--- src/rtl/bratcr_ctrl_if.sv ---
// rtl/bratcr_ctrl_if.sv - pipeline-side bundle for the branch RAT checkpoint controller
//
// Groups the ID allocation, branch resolution, retire and restore/status signals.
//   master : pipeline side (drives requests, resolutions, retires)
//   slave  : bratcr_ctrl (drives grants, stall, restore and status)
interface bratcr_ctrl_if #(
    parameter int NUM_ETY       = 4,
    parameter int ETY_CLOG      = 2,
    parameter int ISSUE_W       = 2,
    parameter int RETIRE_W      = 2,
    parameter int ROB_SIZE_CLOG = 6
);
    // ID-stage allocation
    logic [ISSUE_W-1:0]                         br_req_id;
    logic [ISSUE_W-1:0][ROB_SIZE_CLOG-1:0]      br_robid_id;
    logic [ISSUE_W-1:0]                         alloc_gnt;
    logic [ISSUE_W-1:0][ETY_CLOG-1:0]           alloc_ety;
    logic [NUM_ETY-1:0]                         ckpt_wr_en;
    logic                                       rename_stall;

    // branch resolution
    logic                                       res_val;
    logic                                       res_mispred;
    logic [ROB_SIZE_CLOG-1:0]                   res_robid;
    logic                                       res_rdy;

    // retire
    logic [RETIRE_W-1:0]                        ret_val;
    logic [RETIRE_W-1:0]                        ret_branch;
    logic [RETIRE_W-1:0][ROB_SIZE_CLOG-1:0]     ret_robid;

    // FRAT restore and status
    logic                                       restore_en;
    logic [ETY_CLOG-1:0]                        restore_ety;
    logic [NUM_ETY-1:0]                         ety_valid;
    logic                                       bratcr_full;
    logic                                       miss_err;

    modport master (
        output br_req_id, br_robid_id, res_val, res_mispred, res_robid,
               ret_val, ret_branch, ret_robid,
        input  alloc_gnt, alloc_ety, ckpt_wr_en, rename_stall, res_rdy,
               restore_en, restore_ety, ety_valid, bratcr_full, miss_err
    );

    modport slave (
        input  br_req_id, br_robid_id, res_val, res_mispred, res_robid,
               ret_val, ret_branch, ret_robid,
        output alloc_gnt, alloc_ety, ckpt_wr_en, rename_stall, res_rdy,
               restore_en, restore_ety, ety_valid, bratcr_full, miss_err
    );
endinterface

--- src/rtl/bratcr_ctrl.sv ---
// rtl/bratcr_ctrl.sv - allocation, release and mispredict-restore control for the BRATCR checkpoint array
//
// Ports:
//   clk   : clock
//   rst   : asynchronous active-low reset
//   bus   : bratcr_ctrl_if.slave (allocation, resolution, retire, restore, status)
//   perf_stall_cnt / perf_restore_cnt : saturating event counters, present only
//                                       when BRATCR_PERF_CNT_EN is defined
//
// Entries form a circular queue in program order: head = oldest, tail = next free.
// A mispredict truncates the queue back to the matched entry, pulses restore_en
// for one cycle (RESTORE), then holds rename for DRAIN_CYC cycles (DRAIN).
module bratcr_ctrl #(
    parameter int NUM_ETY       = 4,
    parameter int ETY_CLOG      = 2,
    parameter int ISSUE_W       = 2,
    parameter int RETIRE_W      = 2,
    parameter int ROB_SIZE_CLOG = 6,
    parameter int DRAIN_CYC     = 2
) (
    input  logic              clk,
    input  logic              rst,
    bratcr_ctrl_if.slave      bus
`ifdef BRATCR_PERF_CNT_EN
    ,
    output logic [15:0]       perf_stall_cnt,
    output logic [15:0]       perf_restore_cnt
`endif
);

    typedef enum logic [1:0] {
        S_IDLE    = 2'd0,
        S_RESTORE = 2'd1,
        S_DRAIN   = 2'd2
    } state_t;

    // ------------------------------------------------------------------
    // state
    // ------------------------------------------------------------------
    state_t                     state_q, state_nxt;
    logic [3:0]                 drain_cnt_q, drain_cnt_nxt;
    logic [ETY_CLOG-1:0]        head_q, tail_q;
    logic [ETY_CLOG:0]          count_q;
    logic [NUM_ETY-1:0]         valid_q;
    logic [ROB_SIZE_CLOG-1:0]   robid_q [NUM_ETY];
    logic                       restore_en_q;
    logic [ETY_CLOG-1:0]        restore_ety_q;
    logic                       miss_err_q;

    // ------------------------------------------------------------------
    // combinational working signals
    // ------------------------------------------------------------------
    logic                               fsm_idle;
    logic                               res_rdy_c;
    logic                               hit;
    logic [ETY_CLOG-1:0]                match_idx;
    logic                               mis_req, mis_acc, mis_miss;
    logic                               alloc_en;
    logic [ETY_CLOG:0]                  free_cnt;
    logic [ETY_CLOG:0]                  ngnt;
    logic                               blocked;
    logic [ISSUE_W-1:0]                 gnt;
    logic [ISSUE_W-1:0][ETY_CLOG-1:0]   ety;
    logic [NUM_ETY-1:0]                 wr_en;
    logic [ETY_CLOG-1:0]                head_rel;
    logic [NUM_ETY-1:0]                 valid_rel;
    logic [ETY_CLOG-1:0]                n_trunc;
    logic [ETY_CLOG-1:0]                trunc_idx;
    logic [NUM_ETY-1:0]                 valid_nxt;
    logic [ETY_CLOG-1:0]                tail_nxt;
    logic [ETY_CLOG:0]                  count_nxt;

    // ------------------------------------------------------------------
    // FSM: state register
    // ------------------------------------------------------------------
    always_ff @(posedge clk or negedge rst) begin
        if (!rst) begin
            state_q     <= S_IDLE;
            drain_cnt_q <= '0;
        end else begin
            state_q     <= state_nxt;
            drain_cnt_q <= drain_cnt_nxt;
        end
    end

    // ------------------------------------------------------------------
    // FSM: next state
    // ------------------------------------------------------------------
    always_comb begin
        state_nxt     = state_q;
        drain_cnt_nxt = drain_cnt_q;
        case (state_q)
            S_IDLE: begin
                if (mis_acc) state_nxt = S_RESTORE;
            end
            S_RESTORE: begin
                state_nxt     = S_DRAIN;
                drain_cnt_nxt = 4'(DRAIN_CYC);
            end
            S_DRAIN: begin
                // an older branch may still mispredict while draining
                if (mis_acc) begin
                    state_nxt     = S_RESTORE;
                    drain_cnt_nxt = '0;
                end else if (drain_cnt_q <= 4'd1) begin
                    state_nxt     = S_IDLE;
                    drain_cnt_nxt = '0;
                end else begin
                    drain_cnt_nxt = drain_cnt_q - 4'd1;
                end
            end
            default: begin
                state_nxt     = S_IDLE;
                drain_cnt_nxt = '0;
            end
        endcase
    end

    // ------------------------------------------------------------------
    // FSM: outputs
    // ------------------------------------------------------------------
    always_comb begin
        fsm_idle  = (state_q == S_IDLE);
        res_rdy_c = (state_q != S_RESTORE);
    end

    // ------------------------------------------------------------------
    // mispredict match: robids of valid entries are unique
    // ------------------------------------------------------------------
    always_comb begin
        hit       = 1'b0;
        match_idx = '0;
        for (int e = 0; e < NUM_ETY; e++) begin
            if (!hit && valid_q[e] && (robid_q[e] == bus.res_robid)) begin
                hit       = 1'b1;
                match_idx = ETY_CLOG'(e);
            end
        end
        mis_req  = bus.res_val & bus.res_mispred & res_rdy_c;
        mis_acc  = mis_req & hit;
        mis_miss = mis_req & ~hit;
    end

    // ------------------------------------------------------------------
    // allocation: in-order across slots, a denied slot blocks all later ones
    // ------------------------------------------------------------------
    always_comb begin
        alloc_en = fsm_idle & ~mis_acc;
        free_cnt = (ETY_CLOG+1)'(NUM_ETY) - count_q;
        ngnt     = '0;
        blocked  = 1'b0;
        gnt      = '0;
        ety      = '0;
        wr_en    = '0;
        for (int i = 0; i < ISSUE_W; i++) begin
            ety[i] = tail_q + ngnt[ETY_CLOG-1:0];
            if (bus.br_req_id[i]) begin
                if (alloc_en && !blocked && (free_cnt > ngnt)) begin
                    gnt[i]        = 1'b1;
                    wr_en[ety[i]] = 1'b1;
                    ngnt          = ngnt + (ETY_CLOG+1)'(1);
                end else begin
                    blocked = 1'b1;
                end
            end
        end
    end

    // ------------------------------------------------------------------
    // release (oldest first), then truncation, then new allocations
    // ------------------------------------------------------------------
    always_comb begin
        head_rel  = head_q;
        valid_rel = valid_q;
        for (int p = 0; p < RETIRE_W; p++) begin
            if (bus.ret_val[p] && bus.ret_branch[p] && valid_rel[head_rel] &&
                (robid_q[head_rel] == bus.ret_robid[p])) begin
                valid_rel[head_rel] = 1'b0;
                head_rel            = head_rel + ETY_CLOG'(1);
            end
        end

        valid_nxt = valid_rel;
        n_trunc   = tail_q - match_idx;
        trunc_idx = '0;
        tail_nxt  = tail_q + ngnt[ETY_CLOG-1:0];
        if (mis_acc) begin
            // tail == match with a valid match means the queue was full:
            // everything from match onward (i.e. all entries) is discarded
            for (int k = 0; k < NUM_ETY; k++) begin
                trunc_idx = match_idx + ETY_CLOG'(k);
                if ((n_trunc == '0) || (ETY_CLOG'(k) < n_trunc))
                    valid_nxt[trunc_idx] = 1'b0;
            end
            tail_nxt = match_idx;
        end
        for (int i = 0; i < ISSUE_W; i++) begin
            if (gnt[i]) valid_nxt[ety[i]] = 1'b1;
        end

        // entries are contiguous, so occupancy is simply the valid popcount
        count_nxt = '0;
        for (int e = 0; e < NUM_ETY; e++) begin
            count_nxt = count_nxt + {{ETY_CLOG{1'b0}}, valid_nxt[e]};
        end
    end

    // ------------------------------------------------------------------
    // queue registers
    // ------------------------------------------------------------------
    always_ff @(posedge clk or negedge rst) begin
        if (!rst) begin
            head_q        <= '0;
            tail_q        <= '0;
            count_q       <= '0;
            valid_q       <= '0;
            restore_en_q  <= 1'b0;
            restore_ety_q <= '0;
            miss_err_q    <= 1'b0;
            for (int e = 0; e < NUM_ETY; e++) robid_q[e] <= '0;
        end else begin
            head_q       <= head_rel;
            tail_q       <= tail_nxt;
            count_q      <= count_nxt;
            valid_q      <= valid_nxt;
            restore_en_q <= mis_acc;
            if (mis_acc)  restore_ety_q <= match_idx;
            if (mis_miss) miss_err_q    <= 1'b1;
            for (int i = 0; i < ISSUE_W; i++) begin
                if (gnt[i]) robid_q[ety[i]] <= bus.br_robid_id[i];
            end
        end
    end

    // ------------------------------------------------------------------
    // optional performance counters
    // ------------------------------------------------------------------
`ifdef BRATCR_PERF_CNT_EN
    always_ff @(posedge clk or negedge rst) begin
        if (!rst) begin
            perf_stall_cnt   <= '0;
            perf_restore_cnt <= '0;
        end else begin
            // only stalls caused by lack of free entries, not restore/drain holds
            if (alloc_en && blocked && (perf_stall_cnt != 16'hFFFF))
                perf_stall_cnt <= perf_stall_cnt + 16'd1;
            if (restore_en_q && (perf_restore_cnt != 16'hFFFF))
                perf_restore_cnt <= perf_restore_cnt + 16'd1;
        end
    end
`endif

    // ------------------------------------------------------------------
    // outputs
    // ------------------------------------------------------------------
    assign bus.alloc_gnt    = gnt;
    assign bus.alloc_ety    = ety;
    assign bus.ckpt_wr_en   = wr_en;
    assign bus.rename_stall = blocked | ~fsm_idle | mis_acc;
    assign bus.res_rdy      = res_rdy_c;
    assign bus.restore_en   = restore_en_q;
    assign bus.restore_ety  = restore_ety_q;
    assign bus.ety_valid    = valid_q;
    assign bus.bratcr_full  = (count_q == (ETY_CLOG+1)'(NUM_ETY));
    assign bus.miss_err     = miss_err_q;

endmodule

--- src/flat_wrapper.sv ---
// flat-port wrapper written by rule: the top's interface ports become plain ports
module bratcr_ctrl_flat 
#(
    parameter int NUM_ETY       = 4,
    parameter int ETY_CLOG      = 2,
    parameter int ISSUE_W       = 2,
    parameter int RETIRE_W      = 2,
    parameter int ROB_SIZE_CLOG = 6,
    parameter int DRAIN_CYC     = 2
)
  (clk, rst, bus_br_req_id, bus_br_robid_id, bus_res_val, bus_res_mispred, bus_res_robid, bus_ret_val, bus_ret_branch, bus_ret_robid, bus_alloc_gnt, bus_alloc_ety, bus_ckpt_wr_en, bus_rename_stall, bus_res_rdy, bus_restore_en, bus_restore_ety, bus_ety_valid, bus_bratcr_full, bus_miss_err);
  bratcr_ctrl_if #(.NUM_ETY(NUM_ETY), .ETY_CLOG(ETY_CLOG), .ISSUE_W(ISSUE_W), .RETIRE_W(RETIRE_W), .ROB_SIZE_CLOG(ROB_SIZE_CLOG)) bus_i ();
  input  logic clk;
  input  logic rst;
  input wire logic [$bits(bus_i.br_req_id)-1:0] bus_br_req_id;
  input wire logic [$bits(bus_i.br_robid_id)-1:0] bus_br_robid_id;
  input wire logic [$bits(bus_i.res_val)-1:0] bus_res_val;
  input wire logic [$bits(bus_i.res_mispred)-1:0] bus_res_mispred;
  input wire logic [$bits(bus_i.res_robid)-1:0] bus_res_robid;
  input wire logic [$bits(bus_i.ret_val)-1:0] bus_ret_val;
  input wire logic [$bits(bus_i.ret_branch)-1:0] bus_ret_branch;
  input wire logic [$bits(bus_i.ret_robid)-1:0] bus_ret_robid;
  output wire logic [$bits(bus_i.alloc_gnt)-1:0] bus_alloc_gnt;
  output wire logic [$bits(bus_i.alloc_ety)-1:0] bus_alloc_ety;
  output wire logic [$bits(bus_i.ckpt_wr_en)-1:0] bus_ckpt_wr_en;
  output wire logic [$bits(bus_i.rename_stall)-1:0] bus_rename_stall;
  output wire logic [$bits(bus_i.res_rdy)-1:0] bus_res_rdy;
  output wire logic [$bits(bus_i.restore_en)-1:0] bus_restore_en;
  output wire logic [$bits(bus_i.restore_ety)-1:0] bus_restore_ety;
  output wire logic [$bits(bus_i.ety_valid)-1:0] bus_ety_valid;
  output wire logic [$bits(bus_i.bratcr_full)-1:0] bus_bratcr_full;
  output wire logic [$bits(bus_i.miss_err)-1:0] bus_miss_err;
  assign bus_i.br_req_id = bus_br_req_id;
  assign bus_i.br_robid_id = bus_br_robid_id;
  assign bus_i.res_val = bus_res_val;
  assign bus_i.res_mispred = bus_res_mispred;
  assign bus_i.res_robid = bus_res_robid;
  assign bus_i.ret_val = bus_ret_val;
  assign bus_i.ret_branch = bus_ret_branch;
  assign bus_i.ret_robid = bus_ret_robid;
  assign bus_alloc_gnt = bus_i.alloc_gnt;
  assign bus_alloc_ety = bus_i.alloc_ety;
  assign bus_ckpt_wr_en = bus_i.ckpt_wr_en;
  assign bus_rename_stall = bus_i.rename_stall;
  assign bus_res_rdy = bus_i.res_rdy;
  assign bus_restore_en = bus_i.restore_en;
  assign bus_restore_ety = bus_i.restore_ety;
  assign bus_ety_valid = bus_i.ety_valid;
  assign bus_bratcr_full = bus_i.bratcr_full;
  assign bus_miss_err = bus_i.miss_err;
  bratcr_ctrl #(.NUM_ETY(NUM_ETY), .ETY_CLOG(ETY_CLOG), .ISSUE_W(ISSUE_W), .RETIRE_W(RETIRE_W), .ROB_SIZE_CLOG(ROB_SIZE_CLOG), .DRAIN_CYC(DRAIN_CYC)) u_core (.clk(clk), .rst(rst), .bus(bus_i));
endmodule
--- config.mk ---
export PLATFORM = sky130hd
export DESIGN_NAME = bratcr_ctrl_flat
export DESIGN_NICKNAME = d
export VERILOG_FILES = /design/src/rtl/bratcr_ctrl_if.sv /design/src/rtl/bratcr_ctrl.sv /design/src/flat_wrapper.sv
export SDC_FILE = /design/constraint.sdc
export NUM_CORES = 1
export LEC_CHECK = 0
export CAP_MARGIN = 20
export CORE_MARGIN = 2
export CORE_UTILIZATION = 45
export DETAILED_ROUTE_END_ITERATION = 8
export GPL_TIMING_DRIVEN = 0
export PLACE_DENSITY = 0.76
export SLEW_MARGIN = 40
export SYNTH_ARGS = -nofsm -noshare
export SYNTH_HDL_FRONTEND = slang
export SYNTH_SLANG_ARGS = --single-unit
--- constraint.sdc ---
create_clock -name clk -period 7.9 [get_ports clk]
set_clock_uncertainty 0.05 [all_clocks]
set_input_delay 1.58 -clock clk [delete_from_list [all_inputs] [get_ports clk]]
set_output_delay 1.58 -clock clk [all_outputs]
set_load 0.02 [all_outputs]
==> reports/summary.txt <==
status: completed
Final period util: 0.963
peak supply drop: 0.293 mV
slack of the critical path: 291 ps
gr ovfl total: 0
Cell Chain, Critical Path: clkdlybuf4s50_1, xor2_1, nor4_1, o41a_1, or3_1, inv_1, ha_1, nor2_1, nor3_1, nor2_1, nand2_1, nor3_1, or2_2, clkdlybuf4s50_1
critical path's slowest cell: nor4_1
CP endpoint kind: output port
FFs w/ async S/R, synth: 1.00
clk root buf: clkbuf_8
Post-Syn Instances: 438
num ports: 61
Residual DRC: 0
Setup CP Type: in2out
reg2reg path depth: 15
Reg clk slew, reported paths: 80 ps
Post-synth EDFFs: 0
Yosys top cell by area: dfrtp_1
hold buffer count at cts: 0
Synth top cells by count: mux2i_1 (46), nor2_1 (46), dfrtp_1 (45)
area of the multi-input gates: 0.00247 mm2
CP startpoint kind: primary input
Sw Pwr: 941 uW
dpl cells: 601
dpl ws: 385 ps
worst hold path stage count: 1
share of post-route cells with drive strength above 1: 0.0595
Worst Path Max Fanout: 7
Setup crit end: bus_ckpt_wr_en[0]
# port buffers: 57
Die Y: 95.9 um
Via density: 5.68
nets@finish: 568
post-CTS setup buffer count: 0
largest net degree at the start of global routing: 44
HP Class: reg2reg
first-pass GRT wire length: 16400 um
CTS buffer count: 5
P&R area growth vs syn: 21.6%
sw frac: 0.487
total track usage: 0.234
DRT Pass-1 Iters: 5
Initial DRC Count: 276
Final Hold Vio Count: 0
Area contributors post-synth: dfrtp_1 (30%), mux2i_1 (12%), ha_1 (7.9%), xnor2_1 (6.7%), nor2_1 (4.5%)
RSZ-0062 raised after global routing: false
Core Box Area: 0.00822 mm2
top achievable clock speed: 0.131 GHz
reg2reg start: u_core.head_q[0]
CTS tree: yes
Tightest Pin Transition: 789 ps
H-tree depth: 2
max incr delay on CP: 710 ps
FF+latch count, synth: 45
worst reg2reg endpoint: u_core.count_q[1]
Clock power frac: 0.079
die area: 0.00919 mm2
FF+latch area: 0.00113 mm2
vias in the first global route: 3237
share of total power in sequential cells: 0.246
Filler cells: 750
Inserted Diodes: 0
Mapped Nets: 503
final core utilization: 0.562
WL per Instance: 16.8 um
warnings from Yosys: 0
Worst Setup SP: bus_res_robid[5]
Pwr per Cell Area: 418 mW/mm2
maxcap violations: 0
Worst slew margin: 0.469
initial antenna violation count: 0
post-synthesis sequential area ratio: 0.296
Synth top area share: 0.296
gpl congestion: 1.00
Int Pwr: 991 uW
Std-Cell Rows: 33
Comb pwr share: 0.674
clk buf depth: 2
Final Non-Filler Cells: 609
CP Data Required Time: 6270 ps
final setup fails: 0
Syn Area/Cell: 8.67 um2
R2R setup slack: 2750 ps
Lkg Pwr: 0.00203 uW
min Tclk post-route: 7610 ps
TNS Setup: 0 ps
overall routed net length: 10200 um
post-route antenna net violation count: 0
ys flop type: dfrtp_1
post-CTS sizing: 0
dpl hpwl: 7940 um
hold_ws: 430 ps
Clock Latency Late Sink: 300 ps
mapped cell area: 0.00380 mm2
clock sinks: 45
worst path arrival time: 5980 ps
Die Width: 95.9 um
Initial Util: 0.462
routed vias: 3461
distinct cell type count after synthesis: 51
Slew Limit Fails: 0
[registers in the layout, summed over array words and instances (netlist names)]
name / cells
u_core.state_q: 2
u_core.head_q: 2
u_core.bus.ety_valid: 4
u_core.drain_cnt_q: 4
u_core.tail_q: 2
u_core.bus.restore_ety: 2
u_core.robid_q: 24
u_core.count_q: 3
u_core.bus.restore_en: 1
u_core.bus.miss_err: 1
[stage by stage]
stage	cell area [um2]	power (uW)
floorplan	3800	1370
global placement	4500	1720
detailed placement	4520	1760
CTS	4610	1920
global route	4620	2100
finish	4620	1930
[power groups by stage]
stage | clock network, uW | logic [uW] | registers (uW)
2_1_floorplan | 0 | 924 | 441
3_3_place_gp | 0 | 1250 | 462
3_5_place_dp | 0 | 1290 | 473
4_1_cts | 156 | 1300 | 468
5_1_grt | 167 | 1440 | 490
6_report | 153 | 1300 | 476
[layer usage]
layer / global-route usage / vias up / share of wire
li1: - / 1653 / -
met1: 0.327 / 1651 / 0.45
met2: 0.374 / 139 / 0.47
met3: 0.0321 / 18 / 0.061
met4: 0.0750 / 0 / 0.021
met5: 0 / - / 0
[cell usage in the layout (no fill, tap or decap), types with 4 or more instances in the layout]
master,synthesis,final
a21oi_1,28,28
and3_1,4,4
nand3_1,10,10
clkdlybuf4s50_1,0,56
clkbuf_1,15,15
nand2_1,38,38
nor3_1,10,10
dfrtp_1,45,45
ha_1,24,24
inv_1,27,27
mux2i_1,46,46
nand2b_1,5,5
mux4_2,4,4
xor2_1,14,14
xnor2_1,29,29
clkbuf_8,0,6
o21ai_0,29,29
o22ai_1,4,4
nor2_1,46,46
nand4_1,4,4
buf_4,3,4
a211oi_1,4,4
[cells by family after synthesis]
group / Yosys count / synth area share
xor gates and xnor gates: 43 / 0.0991
muxes: 53 / 0.154
AOI/OAI and AO/OA: 89 / 0.142
DFF: 45 / 0.296
and+or+nand+nor: 134 / 0.171
buffers and inverters: 49 / 0.0537
adders and majority gates: 25 / 0.0843
[worst min path at each step]
stage / startpoint / endpoint
floorplan: u_core.drain_cnt_q[1] / u_core.drain_cnt_q[1]
global placement: u_core.bus.restore_ety[1] / u_core.bus.restore_ety[1]
detailed placement: u_core.bus.restore_ety[1] / u_core.bus.restore_ety[1]
CTS: u_core.bus.restore_ety[1] / u_core.bus.restore_ety[1]
global route: u_core.bus.restore_ety[1] / u_core.bus.restore_ety[1]
finish: u_core.bus.restore_ety[1] / u_core.bus.restore_ety[1]
[worst max-delay path, delay by kind of cell]
family                   cells  cell delay (ps)
AND/OR/NAND/NOR              8             2200
buffers and inverters        3             1280
AO/OA/AOI/OAI                1              400
adder cells (fa/ha/maj)      1              310
XOR/XNOR                     1              210
[cell type report]
type / count / area share
Timing Repair Buffer: 58 / 0.127
Tap cell: 105 / 0.0284
Buffer: 21 / 0.0214
Clock inverter: 2 / 0.00298
Sequential cell: 45 / 0.244
Inverter: 28 / 0.0227
Clock buffer: 6 / 0.0179
Multi-Input combinational cell: 344 / 0.536
Note: power is estimated with default switching activity, not from simulation.
